<file path="src/rtl/panel_sequencer_if.sv">
// Bus between the front-panel sequencer and its neighbours: CPU read strobe/address,
// debounced switch pulses and switch values in, jam byte and panel-write port out.
interface panel_sequencer_if;
    logic        run;
    logic        rd;
    logic [15:0] addr;
    logic        examine;
    logic        examine_next;
    logic        deposit;
    logic        deposit_next;
    logic [15:0] addr_sw;
    logic [7:0]  data_sw;
    logic [7:0]  data_out;
    logic        jam_en;
    logic        step_req;
    logic        pnl_we;
    logic [15:0] pnl_addr;
    logic [7:0]  pnl_data;
    logic [15:0] disp_addr;
    logic        busy;

    // Sequencer side
    modport slave (
        input  run, rd, addr, examine, examine_next, deposit, deposit_next, addr_sw, data_sw,
        output data_out, jam_en, step_req, pnl_we, pnl_addr, pnl_data, disp_addr, busy
    );

    // CPU / switch / memory side
    modport master (
        output run, rd, addr, examine, examine_next, deposit, deposit_next, addr_sw, data_sw,
        input  data_out, jam_en, step_req, pnl_we, pnl_addr, pnl_data, disp_addr, busy
    );
endinterface

</file>
<file path="src/rtl/panel_sequencer.sv">
// 8080 front-panel sequencer: jams JMP/NOP bytes on CPU reads to move the PC, latches the
// fetched address for display and issues single-cycle panel memory writes for DEPOSIT.
module panel_sequencer #(
    parameter logic [7:0] JMP_OP = 8'hC3,
    parameter logic [7:0] NOP_OP = 8'h00
) (
    input  logic               clk_i,
    input  logic               reset_i,
    panel_sequencer_if.slave   bus
);
    typedef enum logic [2:0] {
        IDLE, EX_OP, EX_LO, EX_HI, NX_OP, FETCH, DEP_WR
    } state_t;

    state_t      state_q;
    logic        rd_q;
    logic        dep_after_q;
    logic [7:0]  data_out_q;
    logic        jam_en_q;
    logic        step_req_q;
    logic        pnl_we_q;
    logic [15:0] pnl_addr_q;
    logic [7:0]  pnl_data_q;
    logic [15:0] disp_addr_q;

    logic rd_rise;
    logic rd_fall;
    assign rd_rise = bus.rd & ~rd_q;
    assign rd_fall = ~bus.rd & rd_q;

    always_ff @(posedge clk_i) begin
        if (reset_i) begin
            state_q     <= IDLE;
            rd_q        <= 1'b0;
            dep_after_q <= 1'b0;
            data_out_q  <= 8'h00;
            jam_en_q    <= 1'b0;
            step_req_q  <= 1'b0;
            pnl_we_q    <= 1'b0;
            pnl_addr_q  <= 16'h0000;
            pnl_data_q  <= 8'h00;
            disp_addr_q <= 16'h0000;
        end else begin
            rd_q     <= bus.rd;
            pnl_we_q <= 1'b0;
            if (state_q != IDLE && bus.run) begin
                // CPU took over: abandon the sequence, leave the display alone
                state_q     <= IDLE;
                dep_after_q <= 1'b0;
                data_out_q  <= 8'h00;
                jam_en_q    <= 1'b0;
                step_req_q  <= 1'b0;
            end else begin
                case (state_q)
                    IDLE: begin
                        if (!bus.run) begin
                            if (bus.examine) begin
                                data_out_q <= JMP_OP;
                                jam_en_q   <= 1'b1;
                                step_req_q <= 1'b1;
                                state_q    <= EX_OP;
                            end else if (bus.examine_next || bus.deposit_next) begin
                                dep_after_q <= bus.deposit_next & ~bus.examine_next;
                                data_out_q  <= NOP_OP;
                                jam_en_q    <= 1'b1;
                                step_req_q  <= 1'b1;
                                state_q     <= NX_OP;
                            end else if (bus.deposit) begin
                                state_q <= DEP_WR;
                            end
                        end
                    end
                    EX_OP: if (rd_fall) begin
                        data_out_q <= bus.addr_sw[7:0];
                        state_q    <= EX_LO;
                    end
                    EX_LO: if (rd_fall) begin
                        data_out_q <= bus.addr_sw[15:8];
                        state_q    <= EX_HI;
                    end
                    EX_HI, NX_OP: if (rd_fall) begin
                        data_out_q <= 8'h00;
                        jam_en_q   <= 1'b0;
                        state_q    <= FETCH;
                    end
                    FETCH: begin
                        if (rd_rise) disp_addr_q <= bus.addr;
                        if (rd_fall) begin
                            step_req_q <= 1'b0;
                            state_q    <= dep_after_q ? DEP_WR : IDLE;
                        end
                    end
                    DEP_WR: begin
                        pnl_we_q    <= 1'b1;
                        pnl_addr_q  <= disp_addr_q;
                        pnl_data_q  <= bus.data_sw;
                        dep_after_q <= 1'b0;
                        state_q     <= IDLE;
                    end
                    default: state_q <= IDLE;
                endcase
            end
        end
    end

    assign bus.data_out  = data_out_q;
    assign bus.jam_en    = jam_en_q;
    assign bus.step_req  = step_req_q;
    assign bus.pnl_we    = pnl_we_q;
    assign bus.pnl_addr  = pnl_addr_q;
    assign bus.pnl_data  = pnl_data_q;
    assign bus.disp_addr = disp_addr_q;
    assign bus.busy      = (state_q != IDLE);
endmodule
</file>
<file path="src/flat_wrapper.sv">
// flat-port wrapper written by rule: the top's interface ports become plain ports
module panel_sequencer_flat 
#(
    parameter logic [7:0] JMP_OP = 8'hC3,
    parameter logic [7:0] NOP_OP = 8'h00
)
  (clk_i, reset_i, bus_run, bus_rd, bus_addr, bus_examine, bus_examine_next, bus_deposit, bus_deposit_next, bus_addr_sw, bus_data_sw, bus_data_out, bus_jam_en, bus_step_req, bus_pnl_we, bus_pnl_addr, bus_pnl_data, bus_disp_addr, bus_busy);
  panel_sequencer_if bus_i ();
  input  logic clk_i;
  input  logic reset_i;
  input wire logic [$bits(bus_i.run)-1:0] bus_run;
  input wire logic [$bits(bus_i.rd)-1:0] bus_rd;
  input wire logic [$bits(bus_i.addr)-1:0] bus_addr;
  input wire logic [$bits(bus_i.examine)-1:0] bus_examine;
  input wire logic [$bits(bus_i.examine_next)-1:0] bus_examine_next;
  input wire logic [$bits(bus_i.deposit)-1:0] bus_deposit;
  input wire logic [$bits(bus_i.deposit_next)-1:0] bus_deposit_next;
  input wire logic [$bits(bus_i.addr_sw)-1:0] bus_addr_sw;
  input wire logic [$bits(bus_i.data_sw)-1:0] bus_data_sw;
  output wire logic [$bits(bus_i.data_out)-1:0] bus_data_out;
  output wire logic [$bits(bus_i.jam_en)-1:0] bus_jam_en;
  output wire logic [$bits(bus_i.step_req)-1:0] bus_step_req;
  output wire logic [$bits(bus_i.pnl_we)-1:0] bus_pnl_we;
  output wire logic [$bits(bus_i.pnl_addr)-1:0] bus_pnl_addr;
  output wire logic [$bits(bus_i.pnl_data)-1:0] bus_pnl_data;
  output wire logic [$bits(bus_i.disp_addr)-1:0] bus_disp_addr;
  output wire logic [$bits(bus_i.busy)-1:0] bus_busy;
  assign bus_i.run = bus_run;
  assign bus_i.rd = bus_rd;
  assign bus_i.addr = bus_addr;
  assign bus_i.examine = bus_examine;
  assign bus_i.examine_next = bus_examine_next;
  assign bus_i.deposit = bus_deposit;
  assign bus_i.deposit_next = bus_deposit_next;
  assign bus_i.addr_sw = bus_addr_sw;
  assign bus_i.data_sw = bus_data_sw;
  assign bus_data_out = bus_i.data_out;
  assign bus_jam_en = bus_i.jam_en;
  assign bus_step_req = bus_i.step_req;
  assign bus_pnl_we = bus_i.pnl_we;
  assign bus_pnl_addr = bus_i.pnl_addr;
  assign bus_pnl_data = bus_i.pnl_data;
  assign bus_disp_addr = bus_i.disp_addr;
  assign bus_busy = bus_i.busy;
  panel_sequencer #(.JMP_OP(JMP_OP), .NOP_OP(NOP_OP)) u_core (.clk_i(clk_i), .reset_i(reset_i), .bus(bus_i));
endmodule
</file>
<file path="config.mk">
export PLATFORM = sky130hd
export DESIGN_NAME = panel_sequencer_flat
export DESIGN_NICKNAME = d
export VERILOG_FILES = /design/src/rtl/panel_sequencer_if.sv /design/src/rtl/panel_sequencer.sv /design/src/flat_wrapper.sv
export SDC_FILE = /design/constraint.sdc
export NUM_CORES = 1
export LEC_CHECK = 0
export CAP_MARGIN = 20
export CORE_ASPECT_RATIO = 0.6
export CORE_UTILIZATION = 38
export CTS_CLUSTER_SIZE = 16
export DETAILED_ROUTE_END_ITERATION = 10
export GPL_ROUTABILITY_DRIVEN = 0
export PLACE_DENSITY = 0.76
export SYNTH_ARGS = -nofsm -noshare
export SYNTH_HDL_FRONTEND = slang
export SYNTH_SLANG_ARGS = --single-unit
export TNS_END_PERCENT = 5
</file>
<file path="constraint.sdc">
create_clock -name clk_i -period 1.5 [get_ports clk_i]
set_clock_uncertainty 0.15 [all_clocks]
set_input_delay 0.225 -clock clk_i [delete_from_list [all_inputs] [get_ports clk_i]]
set_output_delay 0.225 -clock clk_i [all_outputs]
set_load 0.01 [all_outputs]
</file>
==> metrics.cfg, run 1 <==
[sta]
finalSetupViolCount = 39
rsz0062_at_grt = yes
hold_viol = 0
fmax_ghz = 0.614
tightest_slew_ns = 0.295
fin_crit_sh_pct = 109
slew_viol_final = 0
period_needed_ns = 1.63
maxSlewHeadroom_pct = 80.2
setup_tns_ns = -1.36
fin_ws_ns = -0.130

[setup_path]
crit_required_ns = 1.59
ff2ff_path_depth = 5
r2r_start = u_core.state_q[1]
critPathBufInv = 1
end_kind = register
crit_fanout = 7
cpLargestDelayFamily = compound AO/OA/AOI/OAI gates
max_stage_delay_ns = 0.40
cp_cell_sequence = or2_4, a211o_4, buf_6, a21bo_1, a21oi_2
critical_path_class = register to register
timing.rr.end = u_core.state_q[0]
crit_slowest_cell = dfxtp_4
worstPathArrival_ns = 1.72
rrSetupSlack_ns = -0.13
startpoint_type = register

[synth]
yosysSeqAreaShare_pct = 47.8
ys.flop_type = dfxtp_1
synth_seq_cells = 56
avgSynthCellArea_sq_um = 8.84
synthArstFlopShare_pct = 0
synthCells = 265
yosysUniqueCellTypes = 43
synth_edf_count = 0
netlist_area_sq_um = 2340
yosys_warnings = 0
synthesis.nets = 313

[grt]
grt_max_degree = 41
grt_pass1_vias = 2178
antenna_found_initial = 0
grt_pass1_wl_mm = 10.6
grt-ovfl-total = 0
grt_usage_pct = 21.1

[clocking]
clockBufferDepth = 2
htree_num_levels = 2
clk_pin_slew_ns = 0.10
clockRootBuffer = clkbuf_8
cts.sink_count = 56
cts_made_buffers = 5
insertion_delay_ns = 0.31
cts_tree = built

[detailed_routing]
drt_iter0_drc = 64
routed_via_density = 4.97
dr_total_vias = 2356
drc = 0
antenna_left = 0
wl_mm = 6.90
wl_per_cell_microns = 14.5
drt_first_pass_iters = 4

[power_and_ir_drop]
p_leak_nw = 1.76
peakVddDrop_v = 0.000601
p_per_area_nw_per_um2 = 1290

[run_status]
status = finished with violations
violations = setup timing

[worst_hold_path]
min_to = u_core.bus.pnl_data[6]
min_delay_path_depth = 2
hp-class = register to register
min_from = u_core.bus.pnl_data[6]

[die]
fp-row-count = 21
boundaryPins = 100
fp.dieH_microns = 62.8
core_sq_um = 5750
die_area_sq_um = 6500
die_w_microns = 103
start_util_pct = 40.7

[placement]
port_buffers = 99
dp_slack_ns = -0.408
post_dp_cell_area_sq_um = 3660
placed_cells = 462
dp_hpwl_mm = 4.94

[run]
maxCapViolations = 0

[cells_and_area]
final_common_cell = nand2_1
final_cell_mix = nand2_1 (54), dlygate4sd2_1 (53), dfxtp_1 (53)
drive_gt1_share_pct = 18.5
finalNonFillerCells = 474
synthToLayoutAreaGrowth_pct = 63.4
antenna_cells = 0
fin_area_sq_um = 3830
fin_nets = 441

[routing by layer]
| metal | global-route usage, % | vias up | part of all wire, % |
|---|---|---|---|
| met5 | 0 | - | 0 |
| met4 | 3.87 | 0 | 1.3 |
| met3 | 5.48 | 9 | 7.0 |
| met2 | 33.4 | 81 | 44 |
| met1 | 28.9 | 1088 | 48 |
| li1 | - | 1178 | - |
[worst max path at each step]
| stage | startpoint | endpoint | cells past startpoint |
|---|---|---|---|
| floorplan | u_core.state_q[0] | u_core.bus.jam_en | 5 |
| global placement | bus_examine | u_core.bus.data_out[4] | 6 |
| detailed placement | bus_rd | u_core.bus.data_out[0] | 5 |
| CTS | u_core.state_q[1] | u_core.state_q[0] | 5 |
| global route | u_core.state_q[1] | u_core.state_q[0] | 5 |
| finish | u_core.state_q[1] | u_core.state_q[0] | 5 |
[final cells by class]
class	instances	area (sq um)
repair buffers	138	1290
multi-input cells	184	1180
inverters	8	30.0
clock inverters	2	15.0
well taps	80	100
fillers	479	1920
flip-flops and latches	56	1130
clock buffers	6	82.6
[logic make-up after synthesis]
group	after synthesis	synth area share (%)
compound gates	67	19.9
fa+ha+maj	1	0.480
buf+inv	25	4.97
flops	56	47.8
mux	17	7.31
simple gates	99	19.5
[report_power, final]
group	switching, mW	total (mW)	internal [mW]
Combinational	1.07	2.29	1.22
Clock	0.489	0.864	0.375
Sequential	0.145	1.79	1.65
[metrics by stage]
step           hold WS [ns]  util (%)  total power [mW]
5_1_grt               0.300      66.6              5.20
4_1_cts               0.300      65.7              4.79
3_3_place_gp          0.291      63.6              3.70
3_5_place_dp          0.297      63.6              3.74
6_report              0.307      66.6              4.95
2_1_floorplan         0.203         -              2.79
[registers in the layout, indices dropped and copies added, names as in the netlist]
signal and cells:
u_core.state_q 3, u_core.bus.step_req 1, u_core.dep_after_q 1, u_core.bus.disp_addr 16, u_core.bus.jam_en 1, u_core.bus.pnl_data 8
u_core.bus.data_out 8, u_core.rd_q 1, u_core.bus.pnl_we 1, u_core.bus.pnl_addr 16
[worst min-delay path: stages (launching register included)]
cell,delay (ns)
dfxtp_1,0.32
nand2_1,0.05
a21oi_1,0.05
[cells in the mapped netlist, types with 3 or more instances]
master	number	area, sq um
dfxtp_1	56	1120
nand2_1	55	206
a21oi_1	31	155
nor2_1	22	82.6
mux2i_1	16	160
buf_2	9	45.0
a22o_1	8	70.1
inv_1	7	26.3
clkbuf_1	6	22.5
a221oi_1	5	43.8
nor2b_1	5	31.3
a22oi_1	4	30.0
o21ai_0	4	20.0
nor3_1	3	15.0
[timing repair]
action | CTS | global route
hold buffers | 0 | 0
pin swaps | 9 | 9
resized for setup | 77 | 11
endpoints found under the setup margin | 106 | 52
buffers inserted | 4 | 0
(Power assumes the default switching activity.)
==> inputs of run 2 (changes only) <==
--- a/config.mk
+++ b/config.mk
@@ -12,6 +12,7 @@
 export DETAILED_ROUTE_END_ITERATION = 10
 export GPL_ROUTABILITY_DRIVEN = 0
 export PLACE_DENSITY = 0.76
+export SETUP_SLACK_MARGIN = 0.5
 export SYNTH_ARGS = -nofsm -noshare
 export SYNTH_HDL_FRONTEND = slang
 export SYNTH_SLANG_ARGS = --single-unit
==> run 2 against run 1 <==
The flow still finishes with violations (setup timing). Cell area is 3.3% higher. Sequential share of layout area decreased by 0.48 points. Via count is 0.17% higher. Global-route usage rose by 0.21 points. Power fell by 0.18%. Worst setup slack improved by 0.018 ns. Critical path type unchanged. Critical endpoint is now u_core.bus.data_out[1].
==> metrics.cfg, run 2 (same netlist as run 1, synthesis figures left out) <==
[power_and_ir_drop]
p_leak_nw = 1.59
power_frac_clock_pct = 17.5
p_per_area_nw_per_um2 = 1250
peakVddDrop_v = 0.000555
sw_frac_of_total_pct = 34.5
power_frac_comb_pct = 46.5
p_int_mw = 3.24
power_mw = 4.94
seqPwrFrac_pct = 36.0
switching_power_mw = 1.70

[die]
start_util_pct = 40.7
die_w_microns = 103
fp-row-count = 21
boundaryPins = 100
die_area_sq_um = 6500
core_sq_um = 5750
fp.dieH_microns = 62.8

[worst_hold_path]
min_to = u_core.bus.pnl_addr[14]
hp-class = register to register
min_delay_path_depth = 2
min_from = u_core.bus.pnl_addr[14]

[sta]
tightest_slew_ns = 0.300
fmax_ghz = 0.620
finalSetupViolCount = 40
setup_tns_ns = -2.31
fin_ws_ns = -0.112
hold_viol = 0
whs_ns = 0.305
period_needed_ns = 1.61
rsz0062_at_grt = yes
slew_viol_final = 0
fin_crit_sh_pct = 107
maxSlewHeadroom_pct = 79.9

[clocking]
clockBufferDepth = 2
clk_pin_slew_ns = 0.10
cts.sink_count = 56
cts_made_buffers = 5
clockRootBuffer = clkbuf_8
insertion_delay_ns = 0.31
cts_tree = built
htree_num_levels = 2

[run]
maxCapViolations = 0

[cells_and_area]
fillers = 437
final_cell_mix = nand2_1 (54), clkdlybuf4s50_1 (47), dfxtp_1 (36)
antenna_cells = 0
seqCellArea_sq_um = 1150
fin_nets = 442
drive_gt1_share_pct = 37.0
synthToLayoutAreaGrowth_pct = 68.9
final_common_cell = nand2_1
multiInputGateArea_sq_um = 1190

[setup_path]
rrSetupSlack_ns = -0.11
cpLargestDelayFamily = compound AO/OA/AOI/OAI gates
end_kind = register
critical_path_class = register to register
startpoint_type = register
crit_fanout = 7
cp_cell_sequence = buf_4, nor3_4, a211o_1, nand3_2, a221oi_2
max_stage_delay_ns = 0.39
crit_slowest_cell = dfxtp_4
timing.rr.end = u_core.bus.data_out[1]
critPathBufInv = 1
crit_required_ns = 1.57
worstPathArrival_ns = 1.69
r2r_start = u_core.state_q[1]
ff2ff_path_depth = 5

[detailed_routing]
dr_total_vias = 2360
drt_iter0_drc = 99
wl_per_cell_microns = 14.6
drc = 0
antenna_left = 0
wl_mm = 6.92
drt_first_pass_iters = 4
routed_via_density = 4.97

[grt]
antenna_found_initial = 0
grt_pass1_vias = 2227
grt_max_degree = 41
grt-ovfl-total = 0
grt_usage_pct = 21.3
grt_pass1_wl_mm = 10.7

[placement]
dp_hpwl_mm = 4.94
dp_slack_ns = -0.408
port_buffers = 99

[run_status]
violations = setup timing
status = finished with violations

==> run 2: changes by cell type in the layout (fill, tap and decap cells not counted), sizes merged <==
cell	change
dlygate4sd2	-53
clkdlybuf4s15	+31
buf	+21
clkdlybuf4s50	+2
==> run 2: metrics by stage <==
stage               std cells  cell area [sq um]  utilization (%)
floorplan                 265               2340                -
global placement          462               3660             63.6
detailed placement        462               3660             63.6
CTS                       474               3900             67.8
global route              475               3960             68.8
finish                    475               3960             68.8
==> run 2: power groups by stage <==
stage               clock (mW)  combinational [mW]  sequential, mW
detailed placement           0                1.95            1.79
global route             0.929                2.47            1.80
CTS                      0.887                2.14            1.78
finish                   0.865                2.30            1.78
global placement             0                1.91            1.79
floorplan                    0                1.00            1.79
==> run 2: per-layer routing <==
| metal | global-route usage [%] | vias up | wire, microns | part of all wire, % |
|---|---|---|---|---|
| met3 | 5.48 | 5 | 482 | 7.0 |
| met2 | 34.1 | 76 | 3120 | 45 |
| met1 | 28.8 | 1099 | 3270 | 47 |
| met4 | 4.23 | 0 | 45 | 0.65 |
| met5 | 0 | - | 0 | 0 |
| li1 | - | 1180 | - | - |
==> run 2: timing repair <==
| item | 4_1_cts | 5_1_grt |
|---|---|---|
| endpoints found under the setup margin | 107 | 107 |
| resized for setup | 225 | 14 |
| setup buffers | 4 | 1 |
| hold buffers | 0 | 0 |
| pin swaps | 14 | 12 |
==> run 2: worst max-delay path by stage <==
stage | startpoint | end | slack (ns) | depth (start not counted)
final | u_core.state_q[1] | u_core.bus.data_out[1] | -0.11 | 5
after global routing | u_core.state_q[1] | u_core.bus.data_out[1] | -0.18 | 5
after CTS | u_core.state_q[1] | u_core.state_q[0] | -0.1 | 5
after detailed placement | bus_rd | u_core.bus.data_out[0] | -0.41 | 5
after global placement | bus_examine | u_core.bus.data_out[4] | -0.33 | 6
after floorplan | u_core.state_q[0] | u_core.bus.jam_en | -0.01 | 5
==> run 2: worst min-delay path: cells and delay by family (launching register included) <==
family	cells	cell delay, ns
compound gates	1	0.05
simple gates	1	0.05
flops	1	0.32
==> run 2: layout make-up <==
cell class	instances	area share [%]
clock buffer	6	2.09
timing repair buffer	139	35.0
inverter	8	0.759
multi-input combinational	184	30.2
tap	80	2.53
clock inverter	2	0.379
sequential	56	29.1
==> inputs of run 3 (changes only) <==
--- a/config.mk
+++ b/config.mk
@@ -6,12 +6,14 @@
 export NUM_CORES = 1
 export LEC_CHECK = 0
 export CAP_MARGIN = 20
+export CELL_PAD_IN_SITES_DETAIL_PLACEMENT = 1
+export CELL_PAD_IN_SITES_GLOBAL_PLACEMENT = 2
 export CORE_ASPECT_RATIO = 0.6
-export CORE_UTILIZATION = 38
+export CORE_UTILIZATION = 21
 export CTS_CLUSTER_SIZE = 16
 export DETAILED_ROUTE_END_ITERATION = 10
 export GPL_ROUTABILITY_DRIVEN = 0
-export PLACE_DENSITY = 0.76
+export PLACE_DENSITY_LB_ADDON = 0.12
 export SETUP_SLACK_MARGIN = 0.5
 export SYNTH_ARGS = -nofsm -noshare
 export SYNTH_HDL_FRONTEND = slang
==> run 3 against run 2 <==
The run ends with DRC, setup timing left. Sequential power is essentially flat. Hold slack lost 0.048 ns. Cell area shrank 1.0%. Final cell count grew 12%. Sequential cell count is the same. Maximum frequency grew 0.82%. Sequential share of layout area shrank 0.28 points. Global-route usage shrank 7.1 points. Utilization shrank 32 points. Wire length grew 14%. Die area grew 79%. Clock power grew 49%. Critical endpoint is now u_core.state_q[0].
==> metrics.cfg, run 3 (same netlist as run 1, synthesis figures left out) <==
[clocking]
clockRootBuffer = clkbuf_16
clk_pin_slew_ns = 0.07
htree_num_levels = 2
clockBufferDepth = 2
insertion_delay_ns = 0.29
cts.sink_count = 56
cts_tree = built
cts_made_buffers = 5
cts.hold.buffers_added = 0

[setup_path]
end_kind = register
crit_fanout = 5
critical_path_class = register to register
crit_required_ns = 1.56
startpoint_type = register
rrSetupSlack_ns = -0.1
worstPathArrival_ns = 1.66

[placement]
post_dp_cell_area_sq_um = 3740
port_buffers = 99
dp_hpwl_mm = 5.91

[detailed_routing]
routed_via_density = 4.41
drc = 14
drt_iter0_drc = 127
drt_first_pass_iters = 7
wl_per_cell_microns = 14.9
antenna_left = 0
dr_total_vias = 2335
wl_mm = 7.91

[die]
fp-row-count = 29
fp.dieH_microns = 83.8
die_area_sq_um = 11600
start_util_pct = 21.9
core_sq_um = 10700
die_w_microns = 138
boundaryPins = 100

[cells_and_area]
fin_nets = 440
fin_area_sq_um = 3920
final_common_cell = nand2_1
drive_gt1_share_pct = 31.7
final_cell_mix = nand2_1 (54), dfxtp_1 (52), clkdlybuf4s50_1 (43)
antenna_cells = 0
fillers = 1235
synthToLayoutAreaGrowth_pct = 67.2
utilization_pct = 36.6

[grt]
grt_max_degree = 42
grt_usage_pct = 14.2
antenna_found_initial = 0
grt_pass1_wl_mm = 12.9
grt_pass1_vias = 2405
grt-ovfl-total = 0

[sta]
period_needed_ns = 1.60
rsz0062_at_grt = yes
fin_ws_ns = -0.0988
fmax_ghz = 0.625
slew_viol_final = 0
hold_viol = 0
maxSlewHeadroom_pct = 68.6
finalSetupViolCount = 50
tightest_slew_ns = 0.471
fin_crit_sh_pct = 107

[power_and_ir_drop]
p_per_area_nw_per_um2 = 1370
peakVddDrop_v = 0.000511
p_leak_nw = 1.65

[run_status]
status = finished with violations
violations = DRC, setup timing

[run]
maxCapViolations = 0

[worst_hold_path]
hp-class = input pin to register

-- run 3: cell types whose count changed in the layout (fill, tap and decap cells not counted), sizes merged, moves of 2 or more --
cell           previous run  this run
clkbuf                    6        10
buf                      61        67
dlygate4sd2               0         8
clkdlybuf4s15            31        14
clkinvlp                  2         0
clkdlybuf4s50            47        43
-- run 3: report_power, final --
| group | leakage (nW) | internal, mW | switching (mW) |
|---|---|---|---|
| Sequential | 0.455 | 1.64 | 0.119 |
| Combinational | 1.12 | 1.22 | 1.10 |
| Clock | 0.0757 | 0.771 | 0.522 |
-- run 3: critical path, stage by stage, from the launching register on --
cell     delay [ns]
dfxtp_2        0.35
or2_4          0.29
a211o_1        0.29
buf_4          0.17
a21bo_1        0.16
a21oi_1        0.12
-- run 3: through the flow --
stage,hold WS (ns),cells,power [mW],TNS [ns],setup WS (ns)
2_1_floorplan,0.203,265,2.79,-0.0202,-0.0101
3_3_place_gp,0.292,522,3.86,-13.44,-0.455
3_5_place_dp,0.297,522,3.87,-14.15,-0.478
4_1_cts,0.250,530,5.34,-3.12,-0.0796
5_1_grt,0.264,530,5.70,-5.54,-0.150
6_report,0.257,530,5.36,-1.60,-0.0988
-- run 3: layer usage --
| layer | vias to the layer above | part of all wire [%] | global-route usage (%) |
|---|---|---|---|
| met3 | 2 | 5.6 | 3.79 |
| met4 | 0 | 0.37 | 2.76 |
| met5 | - | 0 | 0 |
| li1 | 1178 | - | - |
| met1 | 1103 | 53 | 20.7 |
| met2 | 52 | 41 | 20.7 |
-- run 3: path summary, 6_finish.rpt --
check                     startpoint                 endpoint  depth (start not counted)
max                u_core.state_q[0]        u_core.state_q[0]                          5
min                          reset_i   u_core.bus.data_out[5]                          3
max reg2reg        u_core.state_q[0]        u_core.state_q[0]                          5
min reg2reg  u_core.bus.pnl_addr[11]  u_core.bus.pnl_addr[11]                          2
-- run 3: final cells by class --
cell class / instances / area (sq um) / share of cell area, %
sequential: 56 / 1130 / 28.8
timing repair buffer: 137 / 1220 / 31.2
inverter: 8 / 30.0 / 0.767
clock inverter: 1 / 30.0 / 0.767
tap: 139 / 174 / 4.44
multi-input combinational: 184 / 1210 / 30.8
clock buffer: 5 / 125 / 3.19
-- run 3: repair_timing --
action,CTS,global route
buffers inserted,2,0
endpoints found under the setup margin,107,107
gates resized for setup,183,37
pin swaps,6,4
